## src/rtl/mem_access_unit.sv

```systemverilog
// ============================================================================
// Module   : mem_access_unit
// Purpose  : Bridges single-cycle MemRead/MemWrite control to a valid/ready
//            variable-latency data memory, stalling the core until completion.
// Revision : 1.0  initial release
// ============================================================================
`default_nettype none

module mem_access_unit #(
    parameter int DATA_WIDTH = 16,
    parameter int ADDR_WIDTH = 16,
    parameter int TIMEOUT    = 15
) (
    input  logic                  clk,
    input  logic                  rst_n,
    input  logic                  MemRead,
    input  logic                  MemWrite,
    input  logic [ADDR_WIDTH-1:0] Addr,
    input  logic [DATA_WIDTH-1:0] WriteData,
    output logic [DATA_WIDTH-1:0] MemDataOut,
    output logic                  Stall,
    output logic                  Err,
    output logic                  mem_req_valid,
    input  logic                  mem_req_ready,
    output logic                  mem_req_we,
    output logic [ADDR_WIDTH-1:0] mem_req_addr,
    output logic [DATA_WIDTH-1:0] mem_req_wdata,
    input  logic                  mem_rsp_valid,
    input  logic [DATA_WIDTH-1:0] mem_rsp_rdata
);

    localparam int CNT_W = $clog2(TIMEOUT + 1);
    localparam logic [CNT_W-1:0] c_CNT_LAST = CNT_W'(TIMEOUT - 1);
    localparam logic [CNT_W-1:0] c_CNT_ONE  = CNT_W'(1);

    typedef enum logic [1:0] {
        S_IDLE = 2'd0,
        S_REQ  = 2'd1,
        S_WAIT = 2'd2,
        S_DONE = 2'd3
    } state_t;

    state_t                r_state;
    state_t                w_state_nxt;
    logic [CNT_W-1:0]      r_cnt;
    logic                  r_we;
    logic [ADDR_WIDTH-1:0] r_addr;
    logic [DATA_WIDTH-1:0] r_wdata;
    logic [DATA_WIDTH-1:0] r_data_out;
    logic                  r_err;

    logic w_op;
    logic w_issue;
    logic w_load_cap;
    logic w_timeout;

    assign w_op = MemRead | MemWrite;

    always_comb begin
        w_state_nxt = r_state;
        w_issue     = 1'b0;
        w_load_cap  = 1'b0;
        w_timeout   = 1'b0;
        case (r_state)
            S_IDLE: begin
                if (w_op) begin
                    w_state_nxt = S_REQ;
                    w_issue     = 1'b1;
                end
            end
            S_REQ: begin
                // Only a store accepted now completes; a read accepted on the
                // last counted cycle has no time left for its response.
                if (mem_req_ready && r_we) begin
                    w_state_nxt = S_DONE;
                end else if (r_cnt == c_CNT_LAST) begin
                    w_state_nxt = S_DONE;
                    w_timeout   = 1'b1;
                end else if (mem_req_ready) begin
                    w_state_nxt = S_WAIT;
                end
            end
            S_WAIT: begin
                if (mem_rsp_valid) begin
                    w_state_nxt = S_DONE;
                    w_load_cap  = 1'b1;
                end else if (r_cnt == c_CNT_LAST) begin
                    w_state_nxt = S_DONE;
                    w_timeout   = 1'b1;
                end
            end
            default: begin
                w_state_nxt = S_IDLE;
            end
        endcase
    end

    always_ff @(posedge clk or negedge rst_n) begin
        if (!rst_n) begin
            r_state    <= S_IDLE;
            r_cnt      <= '0;
            r_we       <= 1'b0;
            r_addr     <= '0;
            r_wdata    <= '0;
            r_data_out <= '0;
            r_err      <= 1'b0;
        end else begin
            r_state <= w_state_nxt;
            r_err   <= (w_issue & MemRead & MemWrite) | w_timeout;
            if (w_issue) begin
                r_cnt   <= '0;
                r_we    <= MemWrite;
                r_addr  <= Addr;
                r_wdata <= WriteData;
            end else if (r_state == S_REQ || r_state == S_WAIT) begin
                r_cnt <= r_cnt + c_CNT_ONE;
            end
            if (w_load_cap) begin
                r_data_out <= mem_rsp_rdata;
            end else if (w_timeout && !r_we) begin
                r_data_out <= '0;
            end
        end
    end

    assign Stall         = ((r_state == S_IDLE) && w_op) || (r_state == S_REQ) || (r_state == S_WAIT);
    assign mem_req_valid = (r_state == S_REQ);
    assign mem_req_we    = r_we;
    assign mem_req_addr  = r_addr;
    assign mem_req_wdata = r_wdata;
    assign MemDataOut    = r_data_out;
    assign Err           = r_err;

endmodule

`default_nettype wire
```

## config.mk

```make
export PLATFORM = sky130hd
export DESIGN_NAME = mem_access_unit
export DESIGN_NICKNAME = d
export VERILOG_FILES = /design/src/rtl/mem_access_unit.sv
export SDC_FILE = /design/constraint.sdc
export NUM_CORES = 1
export LEC_CHECK = 0
export ABC_AREA = 1
export BUFFER_PORTS_ARGS = -buffer_cell sky130_fd_sc_hd__buf_2
export CAP_MARGIN = 20
export CORE_MARGIN = 2
export CORE_UTILIZATION = 45
export CTS_CLUSTER_DIAMETER = 40
export CTS_CLUSTER_SIZE = 30
export DETAILED_ROUTE_END_ITERATION = 8
export GPL_ROUTABILITY_DRIVEN = 0
export PLACE_DENSITY_LB_ADDON = 0.25
export SYNTH_ARGS = -nofsm -noshare
export SYNTH_HDL_FRONTEND = slang
export SYNTH_SLANG_ARGS = --single-unit
export TNS_END_PERCENT = 30
```

## constraint.sdc

```tcl
create_clock -name clk -period 3.45 [get_ports clk]
set_input_delay 0.1725 -clock clk [delete_from_list [all_inputs] [get_ports clk]]
set_output_delay 0.1725 -clock clk [all_outputs]
set_load 0.1 [all_outputs]
```

==> results of run 1 <==
-- metrics by stage --
stage / setup slack (ps) / hold WS, ps / std cells
global route: 1360 / 38.7 / 451
detailed placement: 1680 / 194 / 442
floorplan: 1210 / -123 / 275
finish: 1530 / 55.4 / 451
CTS: 1490 / 40.7 / 451
global placement: 1720 / 198 / 442
-- worst min path at each step --
| stage | cells past startpoint | slack [ps] | end | from |
|---|---|---|---|---|
| floorplan | 0 | -120 | Err | rst_n |
| global placement | 1 | 200 | mem_req_we | rst_n |
| detailed placement | 1 | 190 | Err | rst_n |
| CTS | 3 | 40 | mem_req_addr[6] | Addr[6] |
| global route | 3 | 40 | mem_req_addr[2] | Addr[2] |
| finish | 3 | 60 | mem_req_addr[6] | Addr[6] |
-- flip-flops by register name, indices dropped and copies added (netlist names) --
name and cells:
mem_req_we 1, r_cnt 4, Err 1, mem_req_wdata 16, mem_req_addr 16, MemDataOut 16, r_state 2
-- metal layers --
| metal | GRT usage, % | share of wire (%) |
|---|---|---|
| met4 | 5.71 | 0.53 |
| met1 | 25.5 | 48 |
| met3 | 5.23 | 7.1 |
| met2 | 27.3 | 44 |
| met5 | 0 | 0 |
-- cell type report --
class / instances / area, sq um
Fill cell: 502 / 2090
Inverter: 16 / 60.1
Sequential cell: 56 / 1400
Timing Repair Buffer: 108 / 551
Clock buffer: 5 / 68.8
Tap cell: 70 / 87.6
Clock inverter: 3 / 18.8
Multi-Input combinational cell: 193 / 896
-- cells in the final DEF, fill, tap and decap left out --
master         Yosys  final
nor2_1             3      3
inv_2              2      2
clkinv_2           0      2
nor2_4             1      1
a21oi_1            3      3
nand3_2           11     11
nand2_1          150    150
dlygate4sd3_1      0      1
inv_1             14     14
clkinv_4           0      1
nand2_2            1      1
nand4_1            1      1
nand3_4            1      1
buf_4              2      2
clkbuf_8           0      5
nand3_1            9      9
o21ai_0            7      7
buf_2              4    105
dfrtp_1           56     56
ha_1               6      6
-- synthesized netlist by cell type --
cell type	n	area share [%]
nand2_1	150	23
dfrtp_1	56	57
inv_1	14	2.2
nand3_2	11	4.5
nand3_1	9	1.8
o21ai_0	7	1.4
ha_1	6	3.1
buf_2	4	0.82
buf_6	4	1.8
a21oi_1	3	0.62
nor2_1	3	0.46
buf_4	2	0.62
inv_2	2	0.31
nand2_2	1	0.26
nand3_4	1	0.72
nand4_1	1	0.26
nor2_4	1	0.46
-- logic make-up (layout without fill, tap and decap cells) --
logic type      after synthesis  in the layout  share of synthesized area [%]
compound gates               10             10                           2.05
buf+inv                      26            132                           5.75
fa+ha+maj                     6              6                           3.08
flops                        56             56                           57.5
simple gates                177            177                           31.6
-- worst reg2reg max path, cell delays in order, from the launching register on --
cell     delay, ps
dfrtp_1        420
inv_1           90
ha_1           230
nand2_2        280
inv_1          490
nand2_1        120
nand2_1         90
==> flow_summary.toml, run 1 <==
[worst_setup_path]
timing.critical_path.from = "r_state[0]"
worstReg2RegStart = "r_state[0]"
cp_max_fo = 10
critPathMaxStageDelay_ps = 420
crit_path_end_kind = "output pin"
critPathKind = "reg2out"
cpMaxStageDelayCell = "dfrtp_1"
path_buf_inv = 2
timing.reg2reg.setup_slack_ps = 1680
crit_chain = "inv_1, ha_1, nand2_1, nand2_1, buf_2"
critPathMostFrequentCell = "nand2_1"
crit_arrival_ps = 1750
cp.required_ps = 3280
start_kind = "flop"
endpoint = "Stall"
crit_family = "buffers and inverters"
r2r_cells = 6
timing.rr.end = "MemDataOut[3]"
cp_num_cells = 5

[die]
rows = 26
core_sq_um = 5170
dieWidth_um = 77.6
io_pins = 106
start_util_pct = 47.1
die_area_sq_um = 6020
die_height_um = 77.6

[clocking]
cts_buffers = 5
clock_sinks = 56
ctsResizeCount = 0
cts_tree = "built"
cts_root_buf = "clkbuf_8"
clockBufferDepth = 2
htree_levels = 2
hold_buffers = 1
worstSkewPairLatency_ps = 300
postCtsSetupBuffers = 0
cts.clk_slew.worst_paths_ps = 100

[yosys]
ys_seq_area_share_pct = 57.5
syn_inst = 275
synth_area_sq_um = 2440
yosysUniqueCellTypes = 17
yosysWarnings = 0
synth_area_per_cell_sq_um = 8.86
synth_seq_cells = 56
synth_nets = 335

[sta]
rsz0062_at_grt = "false"
setup_viol = 0
finalSetupTns_ps = 0
period_needed_ps = 1920
finalHoldViolCount = 0
tightest_slew_ps = 544
skew_ps = 7.82
relSlewSlack_pct = 63.7
final_max_slew_viol_count = 0
max_freq_mhz = 520
finalCritPeriodShare_pct = 55.7

[min_path]
hold_class = "in2reg"

[place]
placed_cell_area_sq_um = 2990
io_buffers = 105
dp_hpwl_um = 3710

[route]
drt_iter0_drc = 94
via_per_inst = 4.57
dr.pass1.iters = 4
drcViolationCount = 0
antenna_left = 0
vias = 2060
totalWireLength_um = 5070
wl_per_cell_um = 11.2

[final_layout]
fin_nets = 440
postLayoutCoreUtil_pct = 59.6
drive_gt1_share_pct = 34.4
n_antenna_cell = 0
area_growth_pct = 26.5
fin_area_sq_um = 3080

[global_routing]
grt_pass1_wl_um = 8810
grt-ovfl-total = 0
antenna_found_initial = 0
grt_pass1_vias = 1971
grtUsageTotal_pct = 18.2
grt_max_degree = 35

[run_status]
status = "completed"

[run]
maxCapViolations = 0
Power of run 1 is left out: the tool's default activity adds up to more than one toggle a clock period on the data nets, which glitch-free logic cannot reach.
==> run 2: changes to the inputs <==
--- a/config.mk
+++ b/config.mk
@@ -9,7 +9,7 @@
 export BUFFER_PORTS_ARGS = -buffer_cell sky130_fd_sc_hd__buf_2
 export CAP_MARGIN = 20
 export CORE_MARGIN = 2
-export CORE_UTILIZATION = 45
+export CORE_UTILIZATION = 42
 export CTS_CLUSTER_DIAMETER = 40
 export CTS_CLUSTER_SIZE = 30
 export DETAILED_ROUTE_END_ITERATION = 8
==> constraint.sdc (replaced) <==
create_clock -name clk -period 1.7 [get_ports clk]
set_input_delay 0.085 -clock clk [delete_from_list [all_inputs] [get_ports clk]]
set_output_delay 0.085 -clock clk [all_outputs]
set_load 0.1 [all_outputs]
==> flow_summary.toml, run 2 (same netlist as run 1, synthesis figures left out) <==
[route]
wl_met2_um = 2840
via_per_inst = 4.50
top_layer = "met4"
vias = 2273
dr_wl_met3_um = 461
drt_iter0_drc = 117
drcViolationCount = 0
m1WireLength_um = 2680
antenna_left = 0
dr.pass1.iters = 4
totalWireLength_um = 6050
wl_per_cell_um = 12.0

[sta]
setup_viol = 0
relSlewSlack_pct = 66.9
max_freq_mhz = 635
rsz0062_at_grt = "false"
finalSetupTns_ps = 0
final.setup.worst_slack_ps = 126
final_max_slew_viol_count = 0
period_needed_ps = 1570
tightest_slew_ps = 500
skew_ps = 3.75
finalHoldViolCount = 0
finalCritPeriodShare_pct = 92.6

[die]
rows = 27
io_pins = 106
dieWidth_um = 80.2
core_sq_um = 5540
die_area_sq_um = 6430
die_height_um = 80.2
start_util_pct = 44.0

[worst_setup_path]
worstReg2RegStart = "r_state[0]"
start_kind = "flop"
crit_arrival_ps = 1490
cp.required_ps = 1620
timing.rr.end = "MemDataOut[13]"
timing.reg2reg.setup_slack_ps = 200
cp_max_fo = 9
r2r_cells = 7
crit_path_end_kind = "output pin"
critPathKind = "reg2out"

[clocking]
htree_levels = 2
worstSkewPairLatency_ps = 300
clock_sinks = 56
clockBufferDepth = 2
cts_buffers = 5
cts.clk_slew.worst_paths_ps = 90
cts_tree = "built"
cts_root_buf = "clkbuf_8"

[global_routing]
grt-ovfl-total = 0
antenna_found_initial = 0
grtUsageTotal_pct = 19.7
grt_pass1_vias = 2226
grt_max_degree = 57
grt_pass1_wl_um = 9840

[final_layout]
area_growth_pct = 51.8
final_common_cell = "nand2_1"
final_cell_mix = "148 x nand2_1, 104 x buf_2, 55 x dfrtp_1"
postLayoutCoreUtil_pct = 66.8
fin_cells = 505
drive_gt1_share_pct = 32.8
fin_nets = 494
n_antenna_cell = 0

[place]
place_worst_setup_slack_ps = 117
dp_hpwl_um = 3740
dp_cells = 450
io_buffers = 105

[min_path]
hold_path_end = "mem_req_we"
hp-start = "MemWrite"
hold_depth = 3
hold_class = "in2reg"

[run]
maxCapViolations = 0

[run_status]
status = "completed"
-- run 2: changes by cell type in the layout (fill, tap and decap cells not counted), sizes merged --
cell and delta:
dlygate4sd3 +48, bufinv +1, clkinv -3, buf +6
-- run 2: cell type report --
class,count,area [sq um]
Clock buffer,5,68.8
Inverter,16,60.1
Clock inverter,1,30.0
Tap cell,72,90.1
Timing Repair Buffer,162,1120
Sequential cell,56,1400
Multi-Input combinational cell,193,933
Fill cell,454,1840
-- run 2: timing repair --
| action | CTS | global route |
|---|---|---|
| pin swaps | 0 | 1 |
| gates resized for setup | 3 | 3 |
| hold buffers | 49 | 0 |
| buffers inserted | 0 | 0 |
| endpoints found under the hold margin | 104 | 0 |
| gates cloned | 0 | 0 |
| endpoints found under the setup margin | 1 | 3 |
-- run 2: critical path: stages (launching register included) --
cell and delay (ps):
dfrtp_1 380, inv_1 130, ha_4 170, nand2_4 90, buf_4 170, nand2_2 70, buf_12 170
-- run 2: how the worst max path moves through the flow --
stage,from,end,depth (start not counted)
after floorplan,r_state[1],MemDataOut[10],8
after global placement,r_state[1],MemDataOut[0],7
after detailed placement,r_state[1],MemDataOut[13],7
after CTS,r_state[1],Stall,6
after global routing,r_state[0],Stall,6
final,r_state[0],Stall,6
-- run 2: metrics by stage --
step                area (sq um)  hold slack, ps
floorplan                   2450            -211
global placement            3090             110
detailed placement          3090             111
CTS                         3690            32.2
global route                3700            32.6
finish                      3700            44.8
-- run 2: layer usage --
| layer | GRT usage [%] | vias up |
|---|---|---|
| met5 | 0 | - |
| met4 | 5.42 | 0 |
| met3 | 4.83 | 6 |
| met2 | 33.8 | 95 |
| li1 | - | 1155 |
| met1 | 24.7 | 1017 |
Power of run 2 is left out for the same reason.
